$ cat src/rtl/icache_refill_responder_if.sv
// Line-fill handshake between the instruction cache, the refill responder and the word bus.
interface icache_refill_responder_if #(
  parameter int unsigned LINE_WORDS = 4,
  parameter int unsigned ADDR_W     = 32
);
  logic                     Icache_valid_req_i;
  logic [ADDR_W-1:0]        Icache_addr_i;
  logic                     fc_jump_flag_i;
  logic                     bc_Icache_ready_o;
  logic [32*LINE_WORDS-1:0] bc_Icache_data_o;
  logic                     mem_req_o;
  logic [ADDR_W-1:0]        mem_addr_o;
  logic                     mem_rvalid_i;
  logic [31:0]              mem_rdata_i;
  logic                     busy_o;

  // Responder end: takes cache requests and read data, returns lines and word requests.
  modport slave (
    input  Icache_valid_req_i, Icache_addr_i, fc_jump_flag_i, mem_rvalid_i, mem_rdata_i,
    output bc_Icache_ready_o, bc_Icache_data_o, mem_req_o, mem_addr_o, busy_o
  );

  // Cache and memory end: issues requests and flushes, answers word reads.
  modport master (
    output Icache_valid_req_i, Icache_addr_i, fc_jump_flag_i, mem_rvalid_i, mem_rdata_i,
    input  bc_Icache_ready_o, bc_Icache_data_o, mem_req_o, mem_addr_o, busy_o
  );
endinterface

$ cat src/rtl/icache_refill_responder.sv
// Instruction-cache line refill responder: fetches an aligned line as sequential word
// reads on a single-outstanding bus, returns it with a one-cycle ready pulse, supports
// flush/abort and keeps one pending request that arrives while busy.
module icache_refill_responder #(
  parameter int unsigned LINE_WORDS = 4,
  parameter int unsigned ADDR_W     = 32
) (
  input  logic                      clk,
  input  logic                      rst,
  icache_refill_responder_if.slave  bus
);
  localparam int unsigned LINE_W = 32 * LINE_WORDS;
  localparam int unsigned OFF_W  = $clog2(4 * LINE_WORDS);
  localparam int unsigned CNT_W  = (LINE_WORDS > 1) ? $clog2(LINE_WORDS) : 1;
  localparam logic [CNT_W-1:0] LAST_WORD = CNT_W'(LINE_WORDS - 1);

  typedef enum logic [1:0] {IDLE, FETCH, DRAIN} state_e;

  state_e              state_q, state_d;
  logic [CNT_W-1:0]    cnt_q, cnt_d;
  logic [ADDR_W-1:0]   base_q, base_d;
  logic [LINE_W-1:0]   line_q, line_d;
  logic                pend_v_q, pend_v_d;
  logic [ADDR_W-1:0]   pend_base_q, pend_base_d;
  logic                mem_req_q, mem_req_d;
  logic [ADDR_W-1:0]   mem_addr_q, mem_addr_d;
  logic                ready_q, ready_d;
  logic [LINE_W-1:0]   data_q, data_d;
  logic                busy_q, busy_d;

  logic                flush_c;
  logic [ADDR_W-1:0]   req_base_c;
  logic                nxt_v_c;
  logic [ADDR_W-1:0]   nxt_base_c;
  logic                start_c;
  logic                leave_c;
  logic [ADDR_W-1:0]   start_base_c;

  assign flush_c    = bus.fc_jump_flag_i;
  assign req_base_c = {bus.Icache_addr_i[ADDR_W-1:OFF_W], {OFF_W{1'b0}}};

  // Pending slot as seen at the end of a busy cycle: the newest request wins, and a
  // flush of a live fetch drops an older pending request but keeps a same-cycle one.
  assign nxt_v_c    = bus.Icache_valid_req_i |
                      (pend_v_q & ~(flush_c & (state_q == FETCH)));
  assign nxt_base_c = bus.Icache_valid_req_i ? req_base_c : pend_base_q;

  // Next-state, datapath and output decode.
  always_comb begin
    state_d      = state_q;
    cnt_d        = cnt_q;
    base_d       = base_q;
    line_d       = line_q;
    pend_v_d     = pend_v_q;
    pend_base_d  = pend_base_q;
    data_d       = data_q;
    ready_d      = 1'b0;
    start_c      = 1'b0;
    leave_c      = 1'b0;
    start_base_c = base_q;

    unique case (state_q)
      IDLE: begin
        if (pend_v_q) begin
          start_c      = 1'b1;
          start_base_c = pend_base_q;
          pend_v_d     = bus.Icache_valid_req_i;
          pend_base_d  = req_base_c;
        end else if (bus.Icache_valid_req_i) begin
          start_c      = 1'b1;
          start_base_c = req_base_c;
        end
      end
      FETCH: begin
        pend_v_d    = nxt_v_c;
        pend_base_d = nxt_base_c;
        if (bus.mem_rvalid_i) begin
          line_d[32*int'(cnt_q) +: 32] = bus.mem_rdata_i;
          if (flush_c || (cnt_q == LAST_WORD)) begin
            if (!flush_c) begin
              ready_d = 1'b1;
              data_d  = line_d;
            end
            leave_c = 1'b1;
          end else begin
            cnt_d = cnt_q + CNT_W'(1);
          end
        end else if (flush_c) begin
          state_d = DRAIN;
        end
      end
      DRAIN: begin
        pend_v_d    = nxt_v_c;
        pend_base_d = nxt_base_c;
        if (bus.mem_rvalid_i) begin
          leave_c = 1'b1;
        end
      end
      default: state_d = IDLE;
    endcase

    // Leaving a line chains straight into a waiting request without an idle bubble.
    if (leave_c) begin
      pend_v_d = 1'b0;
      if (nxt_v_c) begin
        start_c      = 1'b1;
        start_base_c = nxt_base_c;
      end else begin
        state_d = IDLE;
      end
    end

    if (start_c) begin
      state_d = FETCH;
      base_d  = start_base_c;
      cnt_d   = '0;
    end

    mem_req_d  = (state_d != IDLE);
    mem_addr_d = mem_req_d ? (base_d + ADDR_W'({cnt_d, 2'b00})) : '0;
    busy_d     = (state_d != IDLE);
  end

  // State and registered outputs; synchronous reset drops everything in flight.
  always_ff @(posedge clk) begin
    if (rst) begin
      state_q     <= IDLE;
      cnt_q       <= '0;
      base_q      <= '0;
      line_q      <= '0;
      pend_v_q    <= 1'b0;
      pend_base_q <= '0;
      mem_req_q   <= 1'b0;
      mem_addr_q  <= '0;
      ready_q     <= 1'b0;
      data_q      <= '0;
      busy_q      <= 1'b0;
    end else begin
      state_q     <= state_d;
      cnt_q       <= cnt_d;
      base_q      <= base_d;
      line_q      <= line_d;
      pend_v_q    <= pend_v_d;
      pend_base_q <= pend_base_d;
      mem_req_q   <= mem_req_d;
      mem_addr_q  <= mem_addr_d;
      ready_q     <= ready_d;
      data_q      <= data_d;
      busy_q      <= busy_d;
    end
  end

  assign bus.mem_req_o         = mem_req_q;
  assign bus.mem_addr_o        = mem_addr_q;
  assign bus.bc_Icache_ready_o = ready_q;
  assign bus.bc_Icache_data_o  = data_q;
  assign bus.busy_o            = busy_q;
endmodule

$ cat src/flat_wrapper.sv
// flat-port wrapper written by rule: the top's interface ports become plain ports
module icache_refill_responder_flat 
#(
  parameter int unsigned LINE_WORDS = 4,
  parameter int unsigned ADDR_W     = 32
)
  (clk, rst, bus_Icache_valid_req_i, bus_Icache_addr_i, bus_fc_jump_flag_i, bus_mem_rvalid_i, bus_mem_rdata_i, bus_bc_Icache_ready_o, bus_bc_Icache_data_o, bus_mem_req_o, bus_mem_addr_o, bus_busy_o);
  icache_refill_responder_if #(.LINE_WORDS(LINE_WORDS), .ADDR_W(ADDR_W)) bus_i ();
  input  logic clk;
  input  logic rst;
  input wire logic [$bits(bus_i.Icache_valid_req_i)-1:0] bus_Icache_valid_req_i;
  input wire logic [$bits(bus_i.Icache_addr_i)-1:0] bus_Icache_addr_i;
  input wire logic [$bits(bus_i.fc_jump_flag_i)-1:0] bus_fc_jump_flag_i;
  input wire logic [$bits(bus_i.mem_rvalid_i)-1:0] bus_mem_rvalid_i;
  input wire logic [$bits(bus_i.mem_rdata_i)-1:0] bus_mem_rdata_i;
  output wire logic [$bits(bus_i.bc_Icache_ready_o)-1:0] bus_bc_Icache_ready_o;
  output wire logic [$bits(bus_i.bc_Icache_data_o)-1:0] bus_bc_Icache_data_o;
  output wire logic [$bits(bus_i.mem_req_o)-1:0] bus_mem_req_o;
  output wire logic [$bits(bus_i.mem_addr_o)-1:0] bus_mem_addr_o;
  output wire logic [$bits(bus_i.busy_o)-1:0] bus_busy_o;
  assign bus_i.Icache_valid_req_i = bus_Icache_valid_req_i;
  assign bus_i.Icache_addr_i = bus_Icache_addr_i;
  assign bus_i.fc_jump_flag_i = bus_fc_jump_flag_i;
  assign bus_i.mem_rvalid_i = bus_mem_rvalid_i;
  assign bus_i.mem_rdata_i = bus_mem_rdata_i;
  assign bus_bc_Icache_ready_o = bus_i.bc_Icache_ready_o;
  assign bus_bc_Icache_data_o = bus_i.bc_Icache_data_o;
  assign bus_mem_req_o = bus_i.mem_req_o;
  assign bus_mem_addr_o = bus_i.mem_addr_o;
  assign bus_busy_o = bus_i.busy_o;
  icache_refill_responder #(.LINE_WORDS(LINE_WORDS), .ADDR_W(ADDR_W)) u_core (.clk(clk), .rst(rst), .bus(bus_i));
endmodule
$ cat config.mk
export PLATFORM = sky130hd
export DESIGN_NAME = icache_refill_responder_flat
export DESIGN_NICKNAME = d
export VERILOG_FILES = /design/src/rtl/icache_refill_responder_if.sv /design/src/rtl/icache_refill_responder.sv /design/src/flat_wrapper.sv
export SDC_FILE = /design/constraint.sdc
export NUM_CORES = 1
export LEC_CHECK = 0
export BUFFER_PORTS_ARGS = -buffer_cell sky130_fd_sc_hd__buf_4
export CORE_ASPECT_RATIO = 0.9
export CORE_MARGIN = 3
export CORE_UTILIZATION = 41
export DETAILED_ROUTE_END_ITERATION = 12
export MAX_ROUTING_LAYER = met4
export PLACE_DENSITY = 0.64
export REMOVE_ABC_BUFFERS = 1
export SETUP_SLACK_MARGIN = 0.5
export SLEW_MARGIN = 15
export SYNTH_ARGS = -nofsm -noshare
export SYNTH_HDL_FRONTEND = slang
export SYNTH_SLANG_ARGS = --single-unit
$ cat constraint.sdc
create_clock -name clk -period 10.95 [get_ports clk]
set_input_delay 1.095 -clock clk [delete_from_list [all_inputs] [get_ports clk]]
set_output_delay 1.095 -clock clk [all_outputs]
set_load 0.05 [all_outputs]
**Yosys cells after proc, flatten, opt, wreduce, memory -nomap -nowiden**

Cells that the tools add are included.

- $add $sub $neg: 3
- Eq/ne operators: 4
- Shift operators: 2
- Multiplexer cells: 32
- Bitwise gates (word level): 9
- Reductions and logical operators: 12

Operator list:

| operator | number |
|---|---|
| $mux W32 | 8 |
| $bwmux W128 | 1 |
| $shift A32 B33 Y128 const A | 1 |
| $shiftx A32 B33 Y128 | 1 |
| $pmux W32 S2 | 1 |
| $neg A7 Y33 | 1 |
| $add A32 B4 Y32 | 1 |
| $mux W2 | 9 |
| $mux W1 | 10 |
| $reduce_or A2 Y1 | 4 |
| $not A1 Y1 | 6 |
| $eq A2 B2 Y1 const B | 2 |
| $pmux W1 S2 | 2 |
| $pmux W2 S2 | 1 |
| $reduce_and A2 Y1 | 2 |
| $reduce_and A4 Y1 | 1 |
| $reduce_bool A2 Y1 | 2 |
| $reduce_or A4 Y1 | 1 |
| $add A2 B1 Y2 const B | 1 |
| $and A1 B1 Y1 | 2 |
| $eq A2 B1 Y1 const B | 1 |
| $logic_not A2 Y1 | 1 |
| $ne A2 B1 Y1 const B | 1 |
| $logic_or A1 B1 Y1 | 1 |
| $or A1 B1 Y1 | 1 |

- Register bits after elaboration: 359
- Input port bits: 69
- Output and inout port bits: 163
- Logic and storage cells: 72

**Depth between registers and ports, before layout**

- Depth in word-level cells: 11
- Mapped depth: 17
- Mapped depth without buffers: 14

**Least setup slack after synthesis**

OpenSTA, ideal clock, no wires.

- Path type: input to register
- Start: input bus_fc_jump_flag_i
- End: register u_core.mem_addr_q[30], in the netlist u_core.bus.mem_addr_o[30]
- Arrival time: 4.202 ns
- Data required time: 10.818 ns
- Setup slack: 6.616 ns
- Stages: 16
- Path buffers: 4
- Cells stage by stage: buf_6 -> or3_1 -> buf_2 -> a21o_1 -> nand2b_1 -> buf_2 -> buf_2 -> a22o_1 -> ha_1 -> inv_1 -> fa_1 -> nor3_1 -> nand3_1 -> nor4_4 -> a31o_2 -> a21oi_1

- Elaborated cells on any way between the ends: 27
- Classes of those cells: add/sub: 1; mux: 18; bitwise: 5; reduce/logical: 3

RTL lines:

| what | RTL line | source |
|---|---|---|
| start, declared | flat_wrapper.sv:13 | `input wire logic [$bits(bus_i.fc_jump_flag_i)-1:0] bus_fc_jump_flag_i;` |
| $and A1 B1 Y1 | icache_refill_responder.sv:45 | `(pend_v_q & ~(flush_c & (state_q == FETCH)));` |
| $not A1 Y1 | icache_refill_responder.sv:45 |  |
| $and A1 B1 Y1 | icache_refill_responder.sv:45 |  |
| $or A1 B1 Y1 | icache_refill_responder.sv:44 | `assign nxt_v_c = bus.Icache_valid_req_i \|` |
| $mux W32 / $mux W1 (equally long branches) | icache_refill_responder.sv:105 | `if (nxt_v_c) begin` |
| $mux W32 / $mux W1 (equally long branches) | icache_refill_responder.sv:103 | `if (leave_c) begin` |
| $mux W32 (*) | icache_refill_responder.sv:113 | `if (start_c) begin` |
| named net u_core.base_d[2] | icache_refill_responder.sv:21 | `logic [ADDR_W-1:0] base_q, base_d;` |
| $add A32 B4 Y32 (*) | icache_refill_responder.sv:120 | `mem_addr_d = mem_req_d ? (base_d + ADDR_W'({cnt_d, 2'b00})) : '0;` |
| end signal, assigned | icache_refill_responder.sv:146 | `mem_addr_q <= mem_addr_d;` |
| end, declared | icache_refill_responder.sv:26 | `logic [ADDR_W-1:0] mem_addr_q, mem_addr_d;` |

Mark *: on every way through the listed nets, which the timed path passes. The rest lies on a longest branch.
A chain may end at the register's enable or synchronous reset.

**Worst setup path after layout**

- Start: register u_core.state_q[0]
- End: register u_core.mem_addr_q[28], in the netlist u_core.bus.mem_addr_o[28]

- Elaborated cells on any way between the ends: 28
- Classes of those cells: add/sub: 1; eq/ne: 2; mux: 16; bitwise: 5; reduce/logical: 4

RTL lines:

| what | RTL line | source |
|---|---|---|
| start, declared | icache_refill_responder.sv:19 | `state_e state_q, state_d;` |
| start signal, assigned | icache_refill_responder.sv:139 | `state_q <= state_d;` |
| $eq A2 B1 Y1 | icache_refill_responder.sv:45, icache_refill_responder.sv:62 |  |
| $and A1 B1 Y1 | icache_refill_responder.sv:45 |  |
| $not A1 Y1 | icache_refill_responder.sv:45 |  |
| $and A1 B1 Y1 | icache_refill_responder.sv:45 |  |
| $or A1 B1 Y1 | icache_refill_responder.sv:44 |  |
| $mux W32 / $mux W1 (equally long branches) | icache_refill_responder.sv:105 |  |
| $mux W32 / $mux W1 (equally long branches) | icache_refill_responder.sv:103 |  |
| $mux W32 (*) | icache_refill_responder.sv:113 |  |
| named net u_core.base_d[2] | icache_refill_responder.sv:21 |  |
| $add A32 B4 Y32 (*) | icache_refill_responder.sv:120 |  |

Marked as above.

==> flow_summary.ini <==
[cts]
clock_path_buffers = 3
clk_latency_ns = 0.54
cts_setup_buffers = 0
clock-sinks = 359
root_buffer = clkbuf_16
holdBufCountCts = 0
htree_levels = 2
clkTransAtPathRegs_ns = 0.06
cts_tree = done
cts_made_buffers = 39
post_cts_resized = 0

[floorplan]
die_w_um = 208
dieArea_sq_um = 39100
die_h_um = 188
start_util = 0.423
rows = 65
io_pins = 232
core_sq_um = 35600

[power]
leakage_nw = 6.85
powerDensity_nw_per_um2 = 176
finalPower_w = 0.00320
peakVddDrop_uv = 105

[global_route]
grt_pass1_vias = 12300
grt_pass1_wl_um = 67400
grt_overflow_total = 0
grt_use_total = 0.213
antenna_found_initial = 1
grt_max_degree = 258

[placement]
post-place-ws_ns = 5.73
gp_congestion = 0.817
place_hpwl_um = 25100
placed_cells = 2323
io_buffers = 227

[run_status]
status = finished clean

[run]
drv_cap = 0

[worst_hold_path]
worstHoldEndpoint = u_core.pend_base_q[20]$_SDFFE_PP0P_
min_path_type = register to register
min_from = u_core.pend_base_q[20]$_SDFFE_PP0P_
min_path_cells = 2

[sta]
fmax_mhz = 209
finalSetupViolCount = 0
worst_pin_slew_ns = 1.16
rsz0062_at_grt = false
setup_ws_ns = 6.15
period_needed_ns = 4.80
slew-limit-headroom = 0.226
slew_violations = 0
fin_skew_ns = 0.0237
timing.final.crit_share = 0.438
holdWs_ns = 0.454
hold_viol = 0

[synthesis]
syn_avg_cell_area_sq_um = 8.55
synth_top_area_share = 0.477
syn_inst = 1761
synth.top_cells.by_area = dfxtp_1, a211oi_1, nor2_1, a21oi_1, nor2b_1
netlist_top_cells_count = dfxtp_1, nor2_1, a211oi_1, a21oi_1, nor2b_1
ys_seq_area_frac = 0.477
yosysMostFrequentCell = dfxtp_1
synth_seq_cells = 359
synth_edf_count = 0
yosysWarningCount = 0
netlist_area_sq_um = 15100
synth-async-reset-ratio = 0
ys.flop_type = dfxtp_1
synth_top_area_cell = dfxtp_1
synth_cell_type_count = 69

[cells_and_area]
fillers = 3328
area.growth.synth_to_final_pct = 21.0
drive_gt1_frac = 0.179
nets = 1978
stdcell_count = 2390

[setup_path]
crit_path_start_kind = register
r2r-end = u_core.bus.mem_addr_o[28]$_SDFF_PP0_
critical_path_arrival_ns = 5.19
r2r-start = u_core.state_q[0]$_SDFF_PP0_
path_class = register to register
critPathCaptureType = register
r2r_cells = 15
path_max_fanout = 31
crit_required_ns = 11.34
rrSetupSlack_ns = 6.15

[drt]
wl_um = 42000
drc = 0
wl_per_cell_um = 17.6
vias_per_cell = 5.46
vias = 13000
drt_pass1_iterations = 5
drt_iter0_drc = 908
drtAntennaViolNets = 0
## metrics by stage
step	util	TNS, ns	area (sq um)
floorplan	-	-622.11	14400
global placement	0.475	0	16900
detailed placement	0.475	0	16900
CTS	0.512	0	18200
global route	0.512	0	18200
finish	0.512	0	18200
## where the power goes
part	switching [W]	total (W)	internal (W)
combinational	0.000287	0.000445	0.000158
clock	0.000524	0.00135	0.000824
sequential	0.0000328	0.00141	0.00137
## state kept, by name, indices dropped and copies added, names as in the netlist
name	flops
u_core.state_q	2
u_core.line_q	128
u_core.bus.mem_req_o	1
u_core.cnt_q	2
u_core.bus.bc_Icache_data_o	128
u_core.base_q	32
u_core.bus.mem_addr_o	32
u_core.pend_base_q	32
u_core.pend_v_q	1
u_core.bus.bc_Icache_ready_o	1
## routing by layer
layer	vias to the layer above	track usage	wire length (um)
met2	354	0.334	19200
met5	-	-	0
met4	0	0.0459	574
met1	6143	0.290	19700
met3	47	0.0375	2460
li1	6496	-	-
## how the worst max path moves through the flow
stage,slack [ns],cells past startpoint,to,startpoint
3_3_place_gp,5.80,12,u_core.bus.mem_addr_o[29]$_SDFF_PP0_,bus_Icache_valid_req_i
6_report,6.15,15,u_core.bus.mem_addr_o[28]$_SDFF_PP0_,u_core.state_q[0]$_SDFF_PP0_
3_5_place_dp,5.73,12,u_core.bus.mem_addr_o[29]$_SDFF_PP0_,bus_Icache_valid_req_i
5_1_grt,5.67,15,u_core.bus.mem_addr_o[28]$_SDFF_PP0_,u_core.state_q[0]$_SDFF_PP0_
2_1_floorplan,-4.82,3,u_core.bus.bc_Icache_data_o[0]$_SDFFE_PP0P_,bus_mem_rvalid_i
4_1_cts,6.13,15,u_core.bus.mem_addr_o[28]$_SDFF_PP0_,u_core.state_q[0]$_SDFF_PP0_
## worst max-delay path, cell delays in order (launching register included)
cell      delay (ns)
dfxtp_1         0.40
inv_1           0.10
ha_1            0.20
buf_4           0.24
nand3b_1        0.20
a21oi_1         0.33
nand2b_1        0.65
a22o_1          0.27
ha_1            0.17
inv_1           0.06
fa_1            0.42
nor3_1          0.28
nand3_1         0.43
nor4_4          0.60
a31o_2          0.24
a21oi_1         0.06
## layout make-up
type                    count  area [sq um]  area share
multi-input cells        1238          7240       0.397
flip-flops and latches    359          7190       0.394
repair buffers            242          1840       0.101
clock buffers              58          1160      0.0636
well taps                 469           587      0.0322
clock inverters             8           155     0.00851
inverters                  15          56.3     0.00309
diodes                      1          2.50    0.000137
## placed cells by master, fill, tap and decap left out, types with 11 or more instances in the layout
cell,instances
mux2i_1,13
nor2b_1,139
a22oi_1,55
nor2_1,334
nor3_1,18
inv_1,14
clkbuf_16,40
a211oi_1,207
nand3b_1,11
dfxtp_1,359
a21oi_1,199
nand2_1,74
nand3_1,11
o22ai_1,17
xor2_1,13
buf_4,240
## cells by family (layout without fill, tap and decap cells)
family / count (synthesis) / in the layout / share of synthesized area
simple gates: 648 / 648 / 0.204
compound gates: 537 / 537 / 0.237
flops: 359 / 359 / 0.477
buf+inv: 164 / 323 / 0.0444
xor+xnor: 20 / 20 / 0.0116
mux: 19 / 19 / 0.0131
fa+ha+maj: 14 / 14 / 0.0121
other cells: 0 / 1 / 0
No activity file was read; power rests on OpenSTA's default activity.
